## src/rtl/freq_pkg.sv

```systemverilog
// Shared types and constants for the frequency-meter gate sequencer.
package freq_pkg;

  typedef enum logic [2:0] {
    S_IDLE,
    S_CLEAR,
    S_GATE,
    S_STORE,
    S_HOLD
  } gate_state_t;

  localparam logic [1:0] RANGE_1S    = 2'd0;
  localparam logic [1:0] RANGE_100MS = 2'd1;
  localparam logic [1:0] RANGE_10MS  = 2'd2;

  function automatic logic [1:0] range_clamp(input logic [1:0] r);
    return (r == 2'd3) ? RANGE_10MS : r;
  endfunction

endpackage

```

## src/rtl/gate_ctrl_tick_timer.sv

```systemverilog
// tick_timer: loadable down-counter; tc is high while the count equals 1.
module tick_timer #(
  parameter int unsigned W = 8
) (
  input  logic         clk,
  input  logic         rst,
  input  logic         load,
  input  logic [W-1:0] load_val,
  input  logic         en,
  output logic         tc
);

  logic [W-1:0] cnt_q, cnt_d;

  always_comb begin
    cnt_d = cnt_q;
    if (load) begin
      cnt_d = load_val;
    end else if (en && (cnt_q != '0)) begin
      cnt_d = cnt_q - 1'b1;
    end
  end

  always_ff @(posedge clk or posedge rst) begin
    if (rst) begin
      cnt_q <= '0;
    end else begin
      cnt_q <= cnt_d;
    end
  end

  assign tc = (cnt_q == W'(1));

endmodule

```

## src/rtl/gate_ctrl.sv

```systemverilog
// gate_ctrl: clear -> gate -> store -> hold measurement sequencer.
// Build option GATE_AUTORANGE_EN selects auto-ranging from ovf/count_low.
module gate_ctrl
  import freq_pkg::*;
#(
  parameter int unsigned CP_HZ       = 1000,
  parameter int unsigned GATE0_TICKS = 1000,
  parameter int unsigned GATE1_TICKS = 100,
  parameter int unsigned GATE2_TICKS = 10,
  parameter int unsigned HOLD_TICKS  = 500
) (
  input  logic       CP,
  input  logic       RST,
  input  logic       RUN,
  input  logic       ovf,
  input  logic       count_low,
  input  logic [1:0] range_sel,
  output logic       C_Clear,
  output logic       C_Enable,
  output logic       C_Store,
  output logic [1:0] Status_Value,
  output logic       busy,
  output logic       range_chg
);

  localparam int unsigned MAX_G01 = (GATE0_TICKS > GATE1_TICKS) ? GATE0_TICKS : GATE1_TICKS;
  localparam int unsigned MAX_G   = (MAX_G01 > GATE2_TICKS) ? MAX_G01 : GATE2_TICKS;
  localparam int unsigned MAX_T   = (MAX_G > HOLD_TICKS) ? MAX_G : HOLD_TICKS;
  localparam int unsigned TW      = $clog2(MAX_T) + 1;

  gate_state_t   state_q, state_d;
  logic [1:0]    range_q, range_d;
  logic [1:0]    gate_range;
  logic [TW-1:0] gate_len, load_val;
  logic          tmr_load, tmr_en, tmr_tc;
  logic          unused_ok;

  always_comb begin
    case (gate_range)
      RANGE_1S:    gate_len = TW'(GATE0_TICKS);
      RANGE_100MS: gate_len = TW'(GATE1_TICKS);
      default:     gate_len = TW'(GATE2_TICKS);
    endcase
  end

  always_comb begin
    state_d  = state_q;
    tmr_load = 1'b0;
    tmr_en   = 1'b0;
    load_val = gate_len;
    case (state_q)
      S_IDLE:  if (RUN) state_d = S_CLEAR;
      S_CLEAR: begin
        tmr_load = 1'b1;
        state_d  = S_GATE;
      end
      S_GATE: begin
        tmr_en = 1'b1;
        if (tmr_tc) state_d = S_STORE;
      end
      S_STORE: begin
        tmr_load = 1'b1;
        load_val = TW'(HOLD_TICKS);
        state_d  = S_HOLD;
      end
      S_HOLD: begin
        tmr_en = 1'b1;
        if (tmr_tc) state_d = RUN ? S_CLEAR : S_IDLE;
      end
      default: state_d = S_IDLE;
    endcase
  end

`ifdef GATE_AUTORANGE_EN
  logic ovf_seen_q, ovf_seen_d;
  logic chg_q, chg_d;

  assign gate_range = range_q;

  // Overflow takes priority over low-count when both request a move.
  always_comb begin
    ovf_seen_d = ovf_seen_q;
    range_d    = range_q;
    chg_d      = 1'b0;
    case (state_q)
      S_CLEAR: ovf_seen_d = 1'b0;
      S_GATE:  ovf_seen_d = ovf_seen_q | ovf;
      S_STORE: begin
        if (ovf_seen_q && (range_q < RANGE_10MS)) begin
          range_d = range_q + 2'd1;
        end else if (count_low && (range_q > RANGE_1S)) begin
          range_d = range_q - 2'd1;
        end
        chg_d = (range_d != range_q);
      end
      default: ;
    endcase
  end

  always_ff @(posedge CP or posedge RST) begin
    if (RST) begin
      ovf_seen_q <= 1'b0;
      chg_q      <= 1'b0;
    end else begin
      ovf_seen_q <= ovf_seen_d;
      chg_q      <= chg_d;
    end
  end

  assign range_chg = chg_q;
  assign unused_ok = ^range_sel ^ CP_HZ[0];
`else
  logic [1:0] sel_clamped;

  assign sel_clamped = range_clamp(range_sel);
  // The gate length loaded in CLEAR already follows the newly sampled range.
  assign gate_range  = (state_q == S_CLEAR) ? sel_clamped : range_q;

  always_comb begin
    range_d = range_q;
    if (state_q == S_CLEAR) range_d = sel_clamped;
  end

  assign range_chg = (state_q == S_CLEAR) && (sel_clamped != range_q);
  assign unused_ok = ovf ^ count_low ^ CP_HZ[0];
`endif

  always_ff @(posedge CP or posedge RST) begin
    if (RST) begin
      state_q <= S_IDLE;
      range_q <= RANGE_1S;
    end else begin
      state_q <= state_d;
      range_q <= range_d;
    end
  end

  tick_timer #(.W(TW)) u_tick_timer (
    .clk      (CP),
    .rst      (RST),
    .load     (tmr_load),
    .load_val (load_val),
    .en       (tmr_en),
    .tc       (tmr_tc)
  );

  assign C_Clear      = (state_q == S_CLEAR);
  assign C_Enable     = (state_q == S_GATE);
  assign C_Store      = (state_q == S_STORE);
  assign busy         = (state_q != S_IDLE);
  assign Status_Value = range_q;

endmodule

```

## config.mk

```make
export PLATFORM = sky130hd
export DESIGN_NAME = gate_ctrl
export DESIGN_NICKNAME = d
export VERILOG_FILES = /design/src/rtl/freq_pkg.sv /design/src/rtl/gate_ctrl_tick_timer.sv /design/src/rtl/gate_ctrl.sv
export SDC_FILE = /design/constraint.sdc
export NUM_CORES = 1
export LEC_CHECK = 0
export ABC_AREA = 1
export CAP_MARGIN = 20
export CORE_ASPECT_RATIO = 1.5
export CORE_MARGIN = 1.5
export CORE_UTILIZATION = 30
export DETAILED_ROUTE_END_ITERATION = 10
export PLACE_DENSITY = 0.52
export SETUP_SLACK_MARGIN = 0.2
export SLEW_MARGIN = 20
export SYNTH_ARGS = -nofsm -noshare
export SYNTH_HDL_FRONTEND = slang
export SYNTH_SLANG_ARGS = --single-unit
```

## constraint.sdc

```tcl
create_clock -name CP -period 2.98 [get_ports CP]
set_input_delay 0.745 -clock CP [delete_from_list [all_inputs] [get_ports CP]]
set_output_delay 0.745 -clock CP [all_outputs]
set_load 0.005 [all_outputs]
```

# Word-level counts from Yosys, hierarchy flattened
# Cells that the tools add are included.
dict set report word_totals {
  reg_bits 16
  inputBits 7
  out_inout_bits 7
  wordCells 38
}
dict set report classes {
  n_addsub 1
  eq_ne 11
  reduce_logical 10
  mux 13
}
# operator n
set ops {}
lappend ops {{2-to-1 mux 11 bit} 3}
lappend ops {{one-hot mux 10 bit (2 select lines)} 1}
lappend ops {{one-hot mux 3 bit (5 select lines)} 1}
lappend ops {{equality test 11 x 1 -> 1 bit, second input constant} 1}
lappend ops {{nonzero test 11 bit} 1}
lappend ops {{subtractor 11 x 1 -> 11 bit, second input constant} 1}
lappend ops {{2-to-1 mux 3 bit} 3}
lappend ops {{equality test 3 x 2 -> 1 bit, second input constant} 2}
lappend ops {{2-to-1 mux 2 bit} 2}
lappend ops {{inequality test 2 bit, second input constant} 2}
lappend ops {{OR reduction 2 bit} 2}
lappend ops {{equality test 3 x 1 -> 1 bit, second input constant} 1}
lappend ops {{equality test 3 bit, second input constant} 1}
lappend ops {{zero test 3 bit} 1}
lappend ops {{2-to-1 mux 1 bit} 3}
lappend ops {{AND reduction 3 bit} 1}
lappend ops {{nonzero test 3 bit} 1}
lappend ops {{equality test 2 x 1 -> 1 bit, second input constant} 1}
lappend ops {{equality test 2 bit, second input constant} 1}
lappend ops {{logical AND 1 bit} 2}
lappend ops {{zero test 2 bit} 1}
lappend ops {{inequality test 2 x 1 -> 1 bit, second input constant} 1}
lappend ops {{inequality test 2 bit} 1}
lappend ops {{nonzero test 2 bit} 1}

# Logic depth before layout (Yosys ltp)
# Gate-level depths: netlist of run 1.
dict set report depth {
  word_depth 7
  ltp_mapped 10
  depth_no_buf 10
}

# Hierarchy
# Synthesis of run 1 repeated with hierarchy kept, for this count alone.
dict set report hier_totals {
  cells_unflattened 183
  area_unflattened_um2 1236.2
}
# module seq_area_each_um2 area_each_um2 cells_per_inst instances
set modules_own_cells {}
lappend modules_own_cells {tick_timer 275.3 858.3 123 1}
lappend modules_own_cells {gate_ctrl 125.1 377.9 60 1}

# Least setup slack after synthesis of run 1
# Ideal clock, no wire load.
dict set report synth_path {
  path_type {in2out}
  startpoint {in range_sel[1]}
  endpoint {out range_chg}
  setup_slack_ns 1.061
  required_time_ns 2.235
  n_path_buf 0
  arrival_time_ns 1.174
  cell_stages 4
  cell_sequence {inv_1 -> nand2_1 -> xor2_1 -> a21oi_1}
}
dict set report synth_between {
  elab_chain_cells 4
}
# element line_no
set synth_rtl {}
lappend synth_rtl {{start: declaration} gate_ctrl.sv:17} ;# input logic [1:0] range_sel,
lappend synth_rtl {{equality test 2 bit} freq_pkg.sv:17} ;# return (r == 2'd3) ? RANGE_10MS : r;
lappend synth_rtl {{2-to-1 mux 2 bit *} freq_pkg.sv:17}
lappend synth_rtl {{inequality test 2 bit *} gate_ctrl.sv:124} ;# assign range_chg = (state_q == S_CLEAR) && (sel_clamped != range_q);
lappend synth_rtl {{logical AND 1 bit *} gate_ctrl.sv:124}
lappend synth_rtl {{end: declaration} gate_ctrl.sv:23} ;# output logic range_chg
# Mark *: on every way between the ends. The rest lies on a longest branch, timed or not.

# Worst setup path after layout of run 1
# Same ends and word-level chain as after synthesis.

==> impl_metrics.ini, run 1 <==
[pwr]
ir_drop_v = 0.000597
powerDensity_nw_per_um2 = 1170
cellLeakagePower_nw = 0.657

[place]
hpwlAfterDp_um = 2010
place_inst = 205
place.gp.congestion = 0.886
portBuffers = 11

[floorplan]
core_area_um2 = 3420
die_y_um = 76.3
io_pins = 14
die_w_um = 51.9
start_util = 0.315
rows = 26
dieArea_um2 = 3960

[yosys]
synth-compound-area-share = 0.109
yosys.area_share.simple = 0.371
ys_types = 23
ys_top_cells_by_area = dfrtp_1 37%, nand2_1 15%, inv_1 7.3%, nand3_1 5.1%, nor2_1 4.5%
synth.largest_area_cell = dfrtp_1
ys_warn_count = 0
synth.area.mux_share = 0
ys_seq_area_frac = 0.373
synth.avg_cell_area_um2 = 7.02
netlist_area_um2 = 1070
yosys_register_bits = 16
synth_xor_xnor_area_share = 0.0244
synth_top_area_frac = 0.373
synthAdderAreaFrac = 0.0233
syn_nets = 162
synth_top_family_by_area = simple AND/OR/NAND/NOR gates
syn-instance-count = 153

[timing]
slew_headroom = 0.576
setup_viol = 0
finalCritPeriodShare = 0.881
drv_slew = 0
setup_tns_ns = 0
rsz0062_at_grt = false
layout_min_cycle_time_ns = 2.63
fin_hold_ws_ns = 0.517
hold_viol = 0
max_freq_mhz = 381
worst_pin_slew_ns = 0.636
fin_worst_skew_ns = 0.00630

[grt]
grt_max_degree = 17
grt.overflow.total = 0
grt_pass1_vias = 1025
grt_usage = 0.141
grt_pass1_wl_um = 4290
antenna_found_initial = 0

[setup_path]
r2r_start = u_tick_timer.cnt_q[0]$_DFFE_PP0P_
critPathKind = input port to output port
end_kind = output port
critPathLaunchType = input port
timing.rr.end = u_tick_timer.cnt_q[1]$_DFFE_PP0P_
ff2ff_setup_slack_ns = 1.33
r2r_cells = 10
critPathRequiredTime_ns = 2.24
critPathMaxFanout = 2
crit_arrival_ns = 1.88

[clock_tree]
cts-buffers-inserted = 3
h-tree-depth = 1
clk_latency_ns = 0.25
post-cts-setup-buffer-count = 0
path_clk_slew_ns = 0.07
clock_path_buffers = 2
cts_tree = done
cts-root-buf = clkbuf_8
cts.sinks = 16
hold_buffers = 0

[route]
vias = 1007
drc = 0
drt_first_pass_iters = 4
vias_per_cell = 4.82
routed_wl_um = 2520
ant_nets = 0
drtIter0Drc = 12
wl_per_cell_um = 12.0

[cells_and_area]
area_growth_pct = 19.3
drive_above_1_share = 0.174
final_common_cell = nand2_1
final_cell_mix = 44 x nand2_1, 21 x inv_1, 16 x dfrtp_1, 13 x nor2_1, 11 x nand3_1
finalNetCount = 177
fin_cells = 209
n_antenna_cell = 0
fillers = 378

[min_path]
min_path_type = register to register
holdCritStartpoint = u_tick_timer.cnt_q[10]$_DFFE_PP0P_
holdPathEnd = u_tick_timer.cnt_q[10]$_DFFE_PP0P_
hold_depth = 2

[job]
maxCapViolCount = 0

[run_status]
status = finished, final reports clean
[critical path, stage by stage]
cell and delay [ns]:
clkdlybuf4s50_1 0.50, inv_1 0.06, nand2_1 0.09, xor2_1 0.15, a21oi_1 0.07, dlygate4sd2_1 0.26
[per-stage QoR]
stage	area [µm²]	util	worst slack [ns]	total power, mW
after floorplan	1070	-	1.06	1.08
after global placement	1230	0.360	0.139	1.30
after detailed placement	1230	0.360	0.123	1.33
after CTS	1280	0.375	0.352	1.52
after global routing	1280	0.375	0.253	1.65
final	1280	0.375	0.354	1.51
[flip-flops by register name, summed over array words and instances (netlist names)]
register / flops
Status_Value: 2
u_tick_timer.cnt_q: 11
state_q: 3
[power by group]
part           internal (mW)  switching (mW)  leakage (nW)
Combinational          0.334           0.539         0.433
Clock                  0.117          0.0809        0.0288
Sequential             0.320           0.114         0.195
[layer usage]
| metal | share of wire | vias up | global-route usage | wire length, µm |
|---|---|---|---|---|
| li1 | - | 505 | - | - |
| met1 | 0.39 | 469 | 0.153 | 994 |
| met2 | 0.54 | 22 | 0.248 | 1350 |
| met3 | 0.023 | 11 | 0.0137 | 57 |
| met4 | 0.045 | 0 | 0.0842 | 113 |
| met5 | 0 | - | 0 | 0 |
[Yosys cell counts, drive strengths merged]
cell / count
xor2: 2
nand3: 12
buf: 2
xnor2: 1
dfrtp: 16
nor3: 1
nor2: 21
o21ai: 11
o22ai: 2
ha: 2
a21oi: 7
nand2: 52
inv: 24
[kinds of logic (layout without fill, tap and decap cells)]
logic type,count (synthesis),in the layout
XOR/XNOR,3,3
AND/OR/NAND/NOR,86,86
flip-flops,16,16
AO/OA/AOI/OAI,20,20
buffers and inverters,26,40
adder cells (fa/ha/maj),2,2
[cell type report]
class | count | area, µm² | area share
clock buffers | 4 | 55.1 | 0.0429
inverters | 24 | 90.1 | 0.0702
multi-input cells | 111 | 568 | 0.443
flip-flops and latches | 16 | 400 | 0.312
well taps | 42 | 52.6 | 0.0410
repair buffers | 12 | 116 | 0.0907
[how the worst max path moves through the flow]
stage	start	slack, ns	end
CTS	range_sel[1]	0.35	range_chg
floorplan	range_sel[1]	1.06	range_chg
detailed placement	range_sel[1]	0.12	range_chg
global placement	range_sel[1]	0.14	range_chg
finish	range_sel[1]	0.35	range_chg
global route	range_sel[1]	0.25	range_chg
[what timing repair did]
action,CTS,global route
endpoints found under the hold margin,0,0
endpoints found under the setup margin,1,0
gates resized for setup,1,0
No activity file was read; power rests on OpenSTA's default activity.
==> run 2, diff against run 1 <==
--- a/config.mk
+++ b/config.mk
@@ -9,9 +9,10 @@
 export CAP_MARGIN = 20
 export CORE_ASPECT_RATIO = 1.5
 export CORE_MARGIN = 1.5
-export CORE_UTILIZATION = 30
+export CORE_UTILIZATION = 40
+export CTS_BUF_LIST = sky130_fd_sc_hd__clkbuf_4 sky130_fd_sc_hd__clkbuf_8
 export DETAILED_ROUTE_END_ITERATION = 10
-export PLACE_DENSITY = 0.52
+export PLACE_DENSITY = 0.64
 export SETUP_SLACK_MARGIN = 0.2
 export SLEW_MARGIN = 20
 export SYNTH_ARGS = -nofsm -noshare
==> run 2 against run 1 <==
Setup slack improved by 0.011 ns. Clock power is 24% lower. Critical path type unchanged. Cell area shrank 2.0%. Count of clock-buffer cells in the layout is the same.
==> impl_metrics.ini, run 2 (synthesis gave the netlist of run 1 again) <==
[grt]
grt_usage = 0.191
grt_pass1_vias = 988
grt_max_degree = 17
antenna_found_initial = 0
grt_pass1_wl_um = 4170
grt.overflow.total = 0

[setup_path]
end_kind = output port
r2r_cells = 10
critPathKind = input port to output port
critPathLaunchType = input port
critPathMaxFanout = 2
critPathRequiredTime_ns = 2.24
crit_arrival_ns = 1.87

[clock_tree]
clk_latency_ns = 0.29
cts-buffers-inserted = 3
cts_tree = done
hold_buffers = 0
cts_resized = 1
cts.sinks = 16
clock_path_buffers = 2
post-cts-setup-buffer-count = 0
h-tree-depth = 1
path_clk_slew_ns = 0.10
cts-root-buf = clkbuf_4

[cells_and_area]
finalInstanceArea_um2 = 1260
fin_cells = 203
largest_reg_flops = 11
drive_above_1_share = 0.174
n_antenna_cell = 0
final_cell_mix = 44 x nand2_1, 21 x inv_1, 16 x dfrtp_1, 13 x nor2_1, 11 x nand3_1
area_growth_pct = 16.9
final_common_cell = nand2_1
regMostFlops = u_tick_timer.cnt_q
finalNetCount = 177
fillers = 251
fin_util = 0.501

[floorplan]
dieArea_um2 = 3010
die_y_um = 66.5
rows = 22
die_w_um = 45.3
io_pins = 14
start_util = 0.429
core_area_um2 = 2500

[timing]
setup_tns_ns = 0
rsz0062_at_grt = false
fin_worst_skew_ns = 0.00217
drv_slew = 0
fin_hold_ws_ns = 0.518
max_freq_mhz = 382
setup_viol = 0
hold_viol = 0
layout_min_cycle_time_ns = 2.61
worst_pin_slew_ns = 0.661
worst_slack_ns = 0.365
slew_headroom = 0.559
finalCritPeriodShare = 0.878

[place]
placed_cell_area_um2 = 1220
place_worst_setup_slack_ns = 0.130
hpwlAfterDp_um = 1870
portBuffers = 11
place_inst = 199
place.gp.congestion = 0.833

[route]
drtIter0Drc = 33
vias = 994
routed_wl_um = 2420
vias_per_cell = 4.90
drc = 0
wl_per_cell_um = 11.9
ant_nets = 0
drt_first_pass_iters = 4

[pwr]
p_total_mw = 1.45
powerDensity_nw_per_um2 = 1160
p_sw_mw = 0.724
p_int_mw = 0.728
seq_power_share = 0.300
clkPwrFrac = 0.104
power_frac_comb = 0.596
cellLeakagePower_nw = 0.650
ir_drop_v = 0.000732
p_sw_frac = 0.499

[min_path]
hold_depth = 2
min_path_type = register to register

[run_status]
status = finished, final reports clean

[job]
maxCapViolCount = 0
## run 2: cell counts in the layout (fill, tap and decap cells not counted)
No cell type changed its count.
## run 2: routing by layer
metal  track usage  vias to the layer above  share of wire
li1              -                      503              -
met1         0.207                      457           0.41
met2         0.346                       27           0.53
met3        0.0190                        7          0.038
met4        0.0993                        0          0.027
met5             0                        -              0
## run 2: area by class of cell
class | instances | area (µm²) | share of cell area
inverters | 24 | 90.1 | 0.0717
well taps | 36 | 45.0 | 0.0359
repair buffers | 12 | 116 | 0.0926
flip-flops and latches | 16 | 400 | 0.319
multi-input cells | 111 | 568 | 0.452
clock buffers | 4 | 36.3 | 0.0289
## run 2: path summary, 6_finish.rpt
path                                                 endpoint                                from  slack [ns]
max reg2reg                 u_tick_timer.cnt_q[2]$_DFFE_PP0P_   u_tick_timer.cnt_q[0]$_DFFE_PP0P_        1.34
max                                                 range_chg                        range_sel[1]        0.37
min reg2reg                u_tick_timer.cnt_q[10]$_DFFE_PP0P_  u_tick_timer.cnt_q[10]$_DFFE_PP0P_        0.52
max in group asynchronous   u_tick_timer.cnt_q[2]$_DFFE_PP0P_                                 RST        1.73
min in group asynchronous              state_q[0]$_DFFE_PP0P_                                 RST        0.83
min                        u_tick_timer.cnt_q[10]$_DFFE_PP0P_  u_tick_timer.cnt_q[10]$_DFFE_PP0P_        0.52
## run 2: critical path, stage by stage
cell,delay (ns)
clkdlybuf4s50_1,0.49
inv_1,0.06
nand2_1,0.09
xor2_1,0.15
a21oi_1,0.07
dlygate4sd2_1,0.27
## run 2: power by group through the flow
stage	clock network (mW)	registers, mW	logic (mW)
floorplan	0	0.410	0.670
global placement	0	0.434	0.852
detailed placement	0	0.439	0.873
CTS	0.151	0.435	0.875
global route	0.158	0.447	0.989
finish	0.151	0.435	0.865
